`src/rtl/sad_accumulator.sv`:
```
// Sum-of-absolute-differences accumulator over a window of WIN_PIXELS pixel pairs.
// Optional early abort against a fed-back best sum: define SAD_EARLY_TERM_EN.
module sad_accumulator #(
  parameter int unsigned WIN_PIXELS = 16,
  parameter int unsigned PIX_W      = 8
) (
  input  logic             Clk,
  input  logic             Rst,
  input  logic             iStart,
  input  logic             iPixValid,
  input  logic [PIX_W-1:0] iPixA,
  input  logic [PIX_W-1:0] iPixB,
  input  logic [31:0]      iBestSum,
  output logic             oPixReady,
  output logic             oBusy,
  output logic [31:0]      oSAD,
  output logic             oSADValid,
  output logic [15:0]      oCount
);

  localparam int unsigned SUM_W  = 32;
  localparam int unsigned CNT_W  = 16;
  localparam int unsigned DIFF_W = PIX_W + 1;

  typedef enum logic [1:0] {
    S_IDLE  = 2'd0,
    S_ACCUM = 2'd1,
    S_DONE  = 2'd2
  } state_e;

  state_e             state_q, state_d;
  logic [SUM_W-1:0]   acc_q, acc_d;
  logic [CNT_W-1:0]   count_q, count_d;
  logic [SUM_W-1:0]   sad_q, sad_d;
  logic               sad_valid_q, sad_valid_d;
  logic               pix_ready_q, pix_ready_d;
  logic               busy_q, busy_d;

  logic               accept_c;
  logic [DIFF_W-1:0]  diff_c;
  logic [SUM_W-1:0]   acc_sum_c;
  logic [CNT_W-1:0]   cnt_inc_c;
  logic               last_c;
  logic               abort_c;

  // Per-pair datapath: absolute difference, post-add sum and count.
  always_comb begin
    accept_c  = (state_q == S_ACCUM) && iPixValid;
    if (iPixA >= iPixB) begin
      diff_c = {1'b0, iPixA} - {1'b0, iPixB};
    end else begin
      diff_c = {1'b0, iPixB} - {1'b0, iPixA};
    end
    acc_sum_c = acc_q + SUM_W'(diff_c);
    cnt_inc_c = count_q + CNT_W'(1);
    last_c    = (cnt_inc_c == CNT_W'(WIN_PIXELS));
  end

`ifdef SAD_EARLY_TERM_EN
  // Window is hopeless once its partial sum already exceeds the best so far.
  assign abort_c = (acc_sum_c > iBestSum);
`else
  logic unused_best_sum_c;
  assign abort_c           = 1'b0;
  assign unused_best_sum_c = ^iBestSum;
`endif

  // State register.
  always_ff @(posedge Clk or posedge Rst) begin
    if (Rst) begin
      state_q <= S_IDLE;
    end else begin
      state_q <= state_d;
    end
  end

  // Next-state logic.
  always_comb begin
    state_d = state_q;
    case (state_q)
      S_IDLE: begin
        if (iStart) begin
          state_d = S_ACCUM;
        end
      end
      S_ACCUM: begin
        if (accept_c && (last_c || abort_c)) begin
          state_d = S_DONE;
        end
      end
      S_DONE: begin
        state_d = S_IDLE;
      end
      default: begin
        state_d = S_IDLE;
      end
    endcase
  end

  // Output and datapath next values; status flags follow the next state so they are registered.
  always_comb begin
    acc_d       = acc_q;
    count_d     = count_q;
    sad_d       = sad_q;
    sad_valid_d = 1'b0;
    pix_ready_d = (state_d == S_ACCUM);
    busy_d      = (state_d != S_IDLE);

    if ((state_q == S_IDLE) && iStart) begin
      acc_d   = '0;
      count_d = '0;
    end

    if (accept_c) begin
      acc_d   = acc_sum_c;
      count_d = cnt_inc_c;
    end

    if ((state_q == S_ACCUM) && (state_d == S_DONE)) begin
      sad_valid_d = 1'b1;
      sad_d       = abort_c ? {SUM_W{1'b1}} : acc_sum_c;
    end
  end

  // Datapath and output registers.
  always_ff @(posedge Clk or posedge Rst) begin
    if (Rst) begin
      acc_q       <= '0;
      count_q     <= '0;
      sad_q       <= '0;
      sad_valid_q <= 1'b0;
      pix_ready_q <= 1'b0;
      busy_q      <= 1'b0;
    end else begin
      acc_q       <= acc_d;
      count_q     <= count_d;
      sad_q       <= sad_d;
      sad_valid_q <= sad_valid_d;
      pix_ready_q <= pix_ready_d;
      busy_q      <= busy_d;
    end
  end

  assign oPixReady = pix_ready_q;
  assign oBusy     = busy_q;
  assign oSAD      = sad_q;
  assign oSADValid = sad_valid_q;
  assign oCount    = count_q;

endmodule
```
`config.mk`:
```
export PLATFORM = sky130hd
export DESIGN_NAME = sad_accumulator
export DESIGN_NICKNAME = d
export VERILOG_FILES = /design/src/rtl/sad_accumulator.sv
export SDC_FILE = /design/constraint.sdc
export NUM_CORES = 1
export LEC_CHECK = 0
export BUFFER_PORTS_ARGS = -buffer_cell sky130_fd_sc_hd__clkbuf_2
export CORE_UTILIZATION = 61
export CTS_CLUSTER_DIAMETER = 150
export DETAILED_ROUTE_END_ITERATION = 8
export HOLD_SLACK_MARGIN = 0.15
export PLACE_DENSITY = 0.87
export SLEW_MARGIN = 20
export SYNTH_ARGS = -nofsm -noshare
export SYNTH_HDL_FRONTEND = slang
export SYNTH_SLANG_ARGS = --single-unit
```
`constraint.sdc`:
```
create_clock -name Clk -period 5.79 [get_ports Clk]
set_clock_uncertainty 0.1 [all_clocks]
set_input_delay 1.158 -clock Clk [delete_from_list [all_inputs] [get_ports Clk]]
set_output_delay 1.158 -clock Clk [all_outputs]
set_load 0.01 [all_outputs]
```
==> reports/qor.csv, run 1 <==
metric,value,unit
Min-Delay Path Class,flop to flop,
Die W,97.2,um
Syn Area/Cell,9.48,sq um
die area,9440,sq um
DR vias,4608,
Logic pwr share,39.8,%
Yosys Warn Count,0,
Non-Filler Instances,760,
IO Pins,103,
PnR worst setup slack,0.375,ns
maxcap violations,0,
Slew @ Worst Pin,0.975,ns
Avg WL per Cell,16.1,um
initial DRC count,295,
CTS tree,done,
Sw Pwr,0.700,mW
Power Density,301,nW/um^2
M1 GR Usage,33.4,%
Synth area leader,dfrtp_1,
Mapped Area,5530,sq um
antenna-violating nets left,0,
Tcrit/Tclk final,93.5,%
port bufs,70,
number of flops mapped to enable cells by yosys,0,
post-DR vias/cell,6.06,
leakage power,3.09,nW
CP required,5.93,ns
met2 GRT Util,46.2,%
DRC violations left,0,
Multi-input gate area,3140,sq um
Max Root-Sink Buffers,2,
TritonRoute pass-1 iters,5,
fin util,70.1,%
Reg area,2130,sq um
Hold Buf Count CTS,0,
final hold slack,0.393,ns
largest net degree at the start of global routing,53,
Final nets,729,
final setup fails,0,
Inst Count DP,744,
CP Max Fanout,9,
post-CTS resize count,0,
H-tree level count,3,
unrepaired setup endpoints after global routing,no,
share of cells above drive strength 1,17.8,%
worst skew pair latency,0.36,ns
post-route setup TNS,0,ns
CP Capture Type,flop,
Tmin final,5.41,ns
Final Wtd Congestion,0.872,
max frequency,0.185,GHz
share of Yosys cell area claimed by the top area cell type,38.5,%
status,finished clean,
Final Max Slew Viols,0,
Die H,97.2,um
"flops & latches, synth",85,
Synth area leaders,"dfrtp_1 38%, ha_1 6.1%, mux2_1 4.9%",
dpl ws,0.00882,ns
antenna cell count,0,
clock share of power,21.1,%
"Remaining Overflow, GRT",0,
post-CTS setup buffers,0,
Peak VDD IR,0.000140,V
fraction of registers with async set/reset,100,%
Core Box Area,8760,sq um
Worst-path clk slew,0.08,ns
Switching Share,37.9,%
P_int,1.15,mW
area grow syn2layout,11.2,%
top_reg_cell synth,dfrtp_1,
row cnt,34,
most frequent cell after synthesis,dfrtp_1,
Filler cells,674,
clock sinks,85,
HPWL after detailed placement,8690,um
Initial Utilization,63.0,%
routed wire length,12300,um
Post-Syn Nets,665,
startpoint types,input pin,
power share of the sequential group,39.1,%
clock tree root driver cell,clkbuf_8,
sequential area share after synthesis,38.5,%
Final Hold Viols,0,
top post-synthesis cells by count,"85 x dfrtp_1, 53 x nand2_1, 44 x o21ai_0",
GRT Util Overall,26.8,%
met3 usage,4.60,%
arrival time at the worst endpoint,5.56,ns
vias in the first global route,4614,
first-pass GRT wire length,20900,um
Inserted Clock Buffers,9,
post-synth cell types,57,
antenna violations before repair,0,
GRT busiest layer,met2,
Cells after Synth,583,
relative slew slack,35.0,%
CP Class,input pin to flop,
[worst paths after layout]
path	startpoint	to	slack (ns)	cells after the start
min	oSAD[14]	oSAD[14]	0.39	1
min reg2reg	oSAD[14]	oSAD[14]	0.39	1
max in group asynchronous	Rst	acc_q[15]	3.81	3
max	iPixA[1]	oSAD[29]	0.38	17
min in group asynchronous	Rst	oSAD[2]	0.72	2
max reg2reg	oCount[0]	oSAD[12]	2.22	8
[cells by family after synthesis]
family	share of synthesized area, %
buffers and inverters	4.66
DFF	38.5
AOI/OAI and AO/OA	18.4
and+or+nand+nor	15.9
muxes	8.83
adders and majority gates	7.20
xor gates and xnor gates	6.50
[flip-flops by register name (all words and copies together) (netlist names)]
register	cells
oSADValid	1
oPixReady	1
oCount	16
oSAD	32
oBusy	1
state_q	2
acc_q	32
[power groups by stage]
stage,Sequential (mW),Clock (mW),Combinational (mW)
finish,0.722,0.391,0.736
detailed placement,0.730,0,0.727
CTS,0.720,0.393,0.729
global route,0.732,0.417,0.810
floorplan,0.717,0,0.532
global placement,0.725,0,0.694
[worst max-delay path, cell delays in order]
cell	delay [ns]
clkbuf_2	0.13
inv_1	0.09
ha_1	0.32
nor2b_1	0.15
o31a_1	0.29
a311o_1	0.42
a31oi_4	0.37
mux2i_1	0.18
a2111oi_0	0.52
ha_1	0.33
a21oi_1	0.13
o211ai_1	0.19
o211ai_1	0.12
buf_4	0.19
nor4_1	0.49
xor2_1	0.17
mux2_2	0.29
[stage by stage]
step	total power [mW]	cell area, sq um
final	1.85	6140
after global routing	1.96	6140
after CTS	1.84	6140
after detailed placement	1.46	5960
after global placement	1.42	5960
after floorplan	1.25	5530
[cell type report]
| cell class | count | share of cell area, % |
|---|---|---|
| clock buffer | 12 | 2.53 |
| tap | 108 | 2.20 |
| multi-input combinational | 437 | 51.2 |
| clock inverter | 4 | 0.367 |
| timing repair buffer | 81 | 7.05 |
| inverter | 33 | 2.04 |
| sequential | 85 | 34.6 |
[cell usage in the layout (no fill, tap or decap), types with 6 or more instances in the layout]
master / Yosys / routed
mux2_1: 24 / 24
mux2_2: 6 / 6
mux2i_1: 15 / 15
nand2b_1: 7 / 7
a21o_1: 10 / 10
nor2_1: 33 / 33
o211ai_1: 6 / 6
xor2_1: 21 / 21
nor2b_1: 7 / 7
clkbuf_8: 0 / 11
a22o_1: 23 / 23
and2_1: 6 / 6
ha_1: 27 / 27
xnor2_1: 20 / 20
a31oi_1: 6 / 6
inv_1: 33 / 32
a21oi_1: 27 / 26
nand2_1: 53 / 53
clkbuf_2: 0 / 70
nand3_1: 15 / 15
o21ai_0: 44 / 44
nor3_1: 14 / 14
and3_1: 8 / 8
buf_4: 0 / 11
nor4_1: 6 / 6
dfrtp_1: 85 / 85
[metal layers]
metal  routed length [um]  up-vias
met5                    0        -
met4                  221        0
met3                  518       22
met2                 6170      124
met1                 5360     2257
li1                     -     2205
No activity file was read; power rests on OpenSTA's default activity.
==> run 2: changes to the inputs <==
--- a/config.mk
+++ b/config.mk
@@ -6,11 +6,11 @@
 export NUM_CORES = 1
 export LEC_CHECK = 0
 export BUFFER_PORTS_ARGS = -buffer_cell sky130_fd_sc_hd__clkbuf_2
-export CORE_UTILIZATION = 61
+export CORE_UTILIZATION = 55
 export CTS_CLUSTER_DIAMETER = 150
 export DETAILED_ROUTE_END_ITERATION = 8
 export HOLD_SLACK_MARGIN = 0.15
-export PLACE_DENSITY = 0.87
+export PLACE_DENSITY = 0.78
 export SLEW_MARGIN = 20
 export SYNTH_ARGS = -nofsm -noshare
 export SYNTH_HDL_FRONTEND = slang
==> run 2 against run 1 <==
Effect of this change: register-to-register slack worse by 0.11 ns; maximum frequency up 2.6%; sequential cell count unchanged; clock power up 6.6%; largest power group unchanged; sequential power down 0.7%.
==> reports/qor.csv, run 2 (synthesis gave the netlist of run 1 again) <==
metric,value,unit,change
worst skew pair latency,0.36,ns,about the same
largest net degree at the start of global routing,51,,was 53
DRC violations left,0,,unchanged
max frequency,0.189,GHz,was 0.185 GHz
maxcap violations,0,,unchanged
Core Box Area,9770,sq um,was 8760 sq um
antenna-violating nets left,0,,unchanged
CP Capture Type,flop,,unchanged
Final Max Slew Viols,0,,unchanged
IO Pins,103,,unchanged
final setup fails,0,,unchanged
area grow syn2layout,12.3,%,was 11.2%
post-DR vias/cell,5.73,,was 6.06
DR vias,4507,,was 4608
GRT Util Overall,23.8,%,was 26.8%
Inserted Clock Buffers,9,,unchanged
Die H,102,um,was 97.2 um
unrepaired setup endpoints after global routing,no,,unchanged
arrival time at the worst endpoint,5.43,ns,was 5.56 ns
Slew @ Worst Pin,1.03,ns,was 0.975 ns
die area,10500,sq um,was 9440 sq um
antenna cell count,0,,unchanged
Avg WL per Cell,14.9,um,was 16.1 um
post-CTS setup buffers,0,,unchanged
CP required,5.94,ns,was 5.93 ns
"most common cell after layout, fill and taps aside",dfrtp_1,,unchanged
Tmin final,5.28,ns,was 5.41 ns
CP Max Fanout,10,,was 9
TritonRoute pass-1 iters,5,,unchanged
routed wire length,11700,um,was 12300 um
Power Density,300,nW/um^2,was 301 nW/um^2
fin util,63.5,%,was 70.1%
port bufs,70,,unchanged
Min-Delay Path Class,flop to flop,,unchanged
Initial Utilization,56.5,%,was 63.0%
initial DRC count,210,,was 295
clock tree root driver cell,clkbuf_8,,unchanged
Worst-path clk slew,0.08,ns,about the same
antenna violations before repair,0,,unchanged
H-tree level count,3,,unchanged
row cnt,36,,was 34
CTS tree,done,,unchanged
startpoint types,input pin,,unchanged
Final Hold Viols,0,,unchanged
Die W,102,um,was 97.2 um
post-route setup TNS,0,ns,unchanged
Tcrit/Tclk final,91.2,%,was 93.5%
vias in the first global route,4335,,was 4614
first-pass GRT wire length,19500,um,was 20900 um
"Remaining Overflow, GRT",0,,unchanged
leakage power,3.11,nW,was 3.09 nW
most frequent cells in the layout,"85 x dfrtp_1, 70 x clkbuf_2, 53 x nand2_1",,unchanged
post-CTS resize count,0,,unchanged
Final Wtd Congestion,0.850,,was 0.872
CP Class,input pin to flop,,unchanged
share of cells above drive strength 1,18.1,%,was 17.8%
Hold Buf Count CTS,0,,unchanged
Filler cells,820,,was 674
relative slew slack,31.5,%,was 35.0%
status,finished clean,,unchanged
Final nets,731,,was 729
Max Root-Sink Buffers,2,,unchanged
clock sinks,85,,unchanged
Peak VDD IR,0.000151,V,was 0.000140 V
HPWL after detailed placement,8390,um,was 8690 um
run 2: cell count changes in the layout (fill, tap and decap cells not counted), sizes merged:
cell / delta
clkbuf: -1
clkinvlp: -1
bufinv: +1
buf: +2
run 2: layout make-up:
type	instances	area [sq um]	area share [%]
clock buffer	11	141	2.28
timing repair buffer	83	448	7.22
clock inverter	4	48.8	0.787
multi-input combinational	437	3150	50.7
sequential	85	2130	34.3
inverter	33	125	2.02
tap	133	166	2.68
run 2: final timing paths:
check	end	cells after the start	slack, ns	startpoint
max	acc_q[24]	18	0.51	iPixA[1]
min	oSAD[16]	1	0.39	oSAD[16]
max in group asynchronous	oSAD[15]	3	3.78	Rst
min reg2reg	oSAD[16]	1	0.39	oSAD[16]
max reg2reg	oSAD[31]	8	2.11	oCount[0]
min in group asynchronous	oPixReady	2	0.81	Rst
run 2: through the flow:
stage	std cells	cell area, sq um	hold WS (ns)	power, mW	setup slack, ns
floorplan	583	5530	0.380	1.25	0.663
global placement	771	6010	0.369	1.42	0.292
detailed placement	771	6010	0.375	1.45	0.196
CTS	786	6200	0.393	1.86	0.563
global route	786	6200	0.401	1.98	0.283
finish	786	6200	0.389	1.86	0.512
run 2: critical path, stage by stage:
cell and delay, ns:
clkbuf_2 0.12, inv_1 0.08, ha_1 0.32, nor2b_1 0.16, o31a_1 0.26, a311o_1 0.41, a31oi_4 0.22, buf_4 0.19
mux2_2 0.20, inv_1 0.06, fa_1 0.41, nand2b_1 0.17, a21oi_1 0.21, o2111ai_1 0.24, buf_4 0.24, a2111oi_1 0.60
o21ai_0 0.15, a21o_1 0.22
run 2: layer usage:
layer	vias up	track usage, %	wire (um)
li1	2205	-	-
met1	2142	31.3	5350
met2	137	38.8	5550
met3	23	4.38	524
met4	0	10.2	255
met5	-	0	0
run 2: power by group:
group	internal [mW]	switching, mW	total [mW]
Sequential	0.655	0.0620	0.717
Clock	0.208	0.209	0.417
Combinational	0.313	0.412	0.725
Total	1.18	0.683	1.86
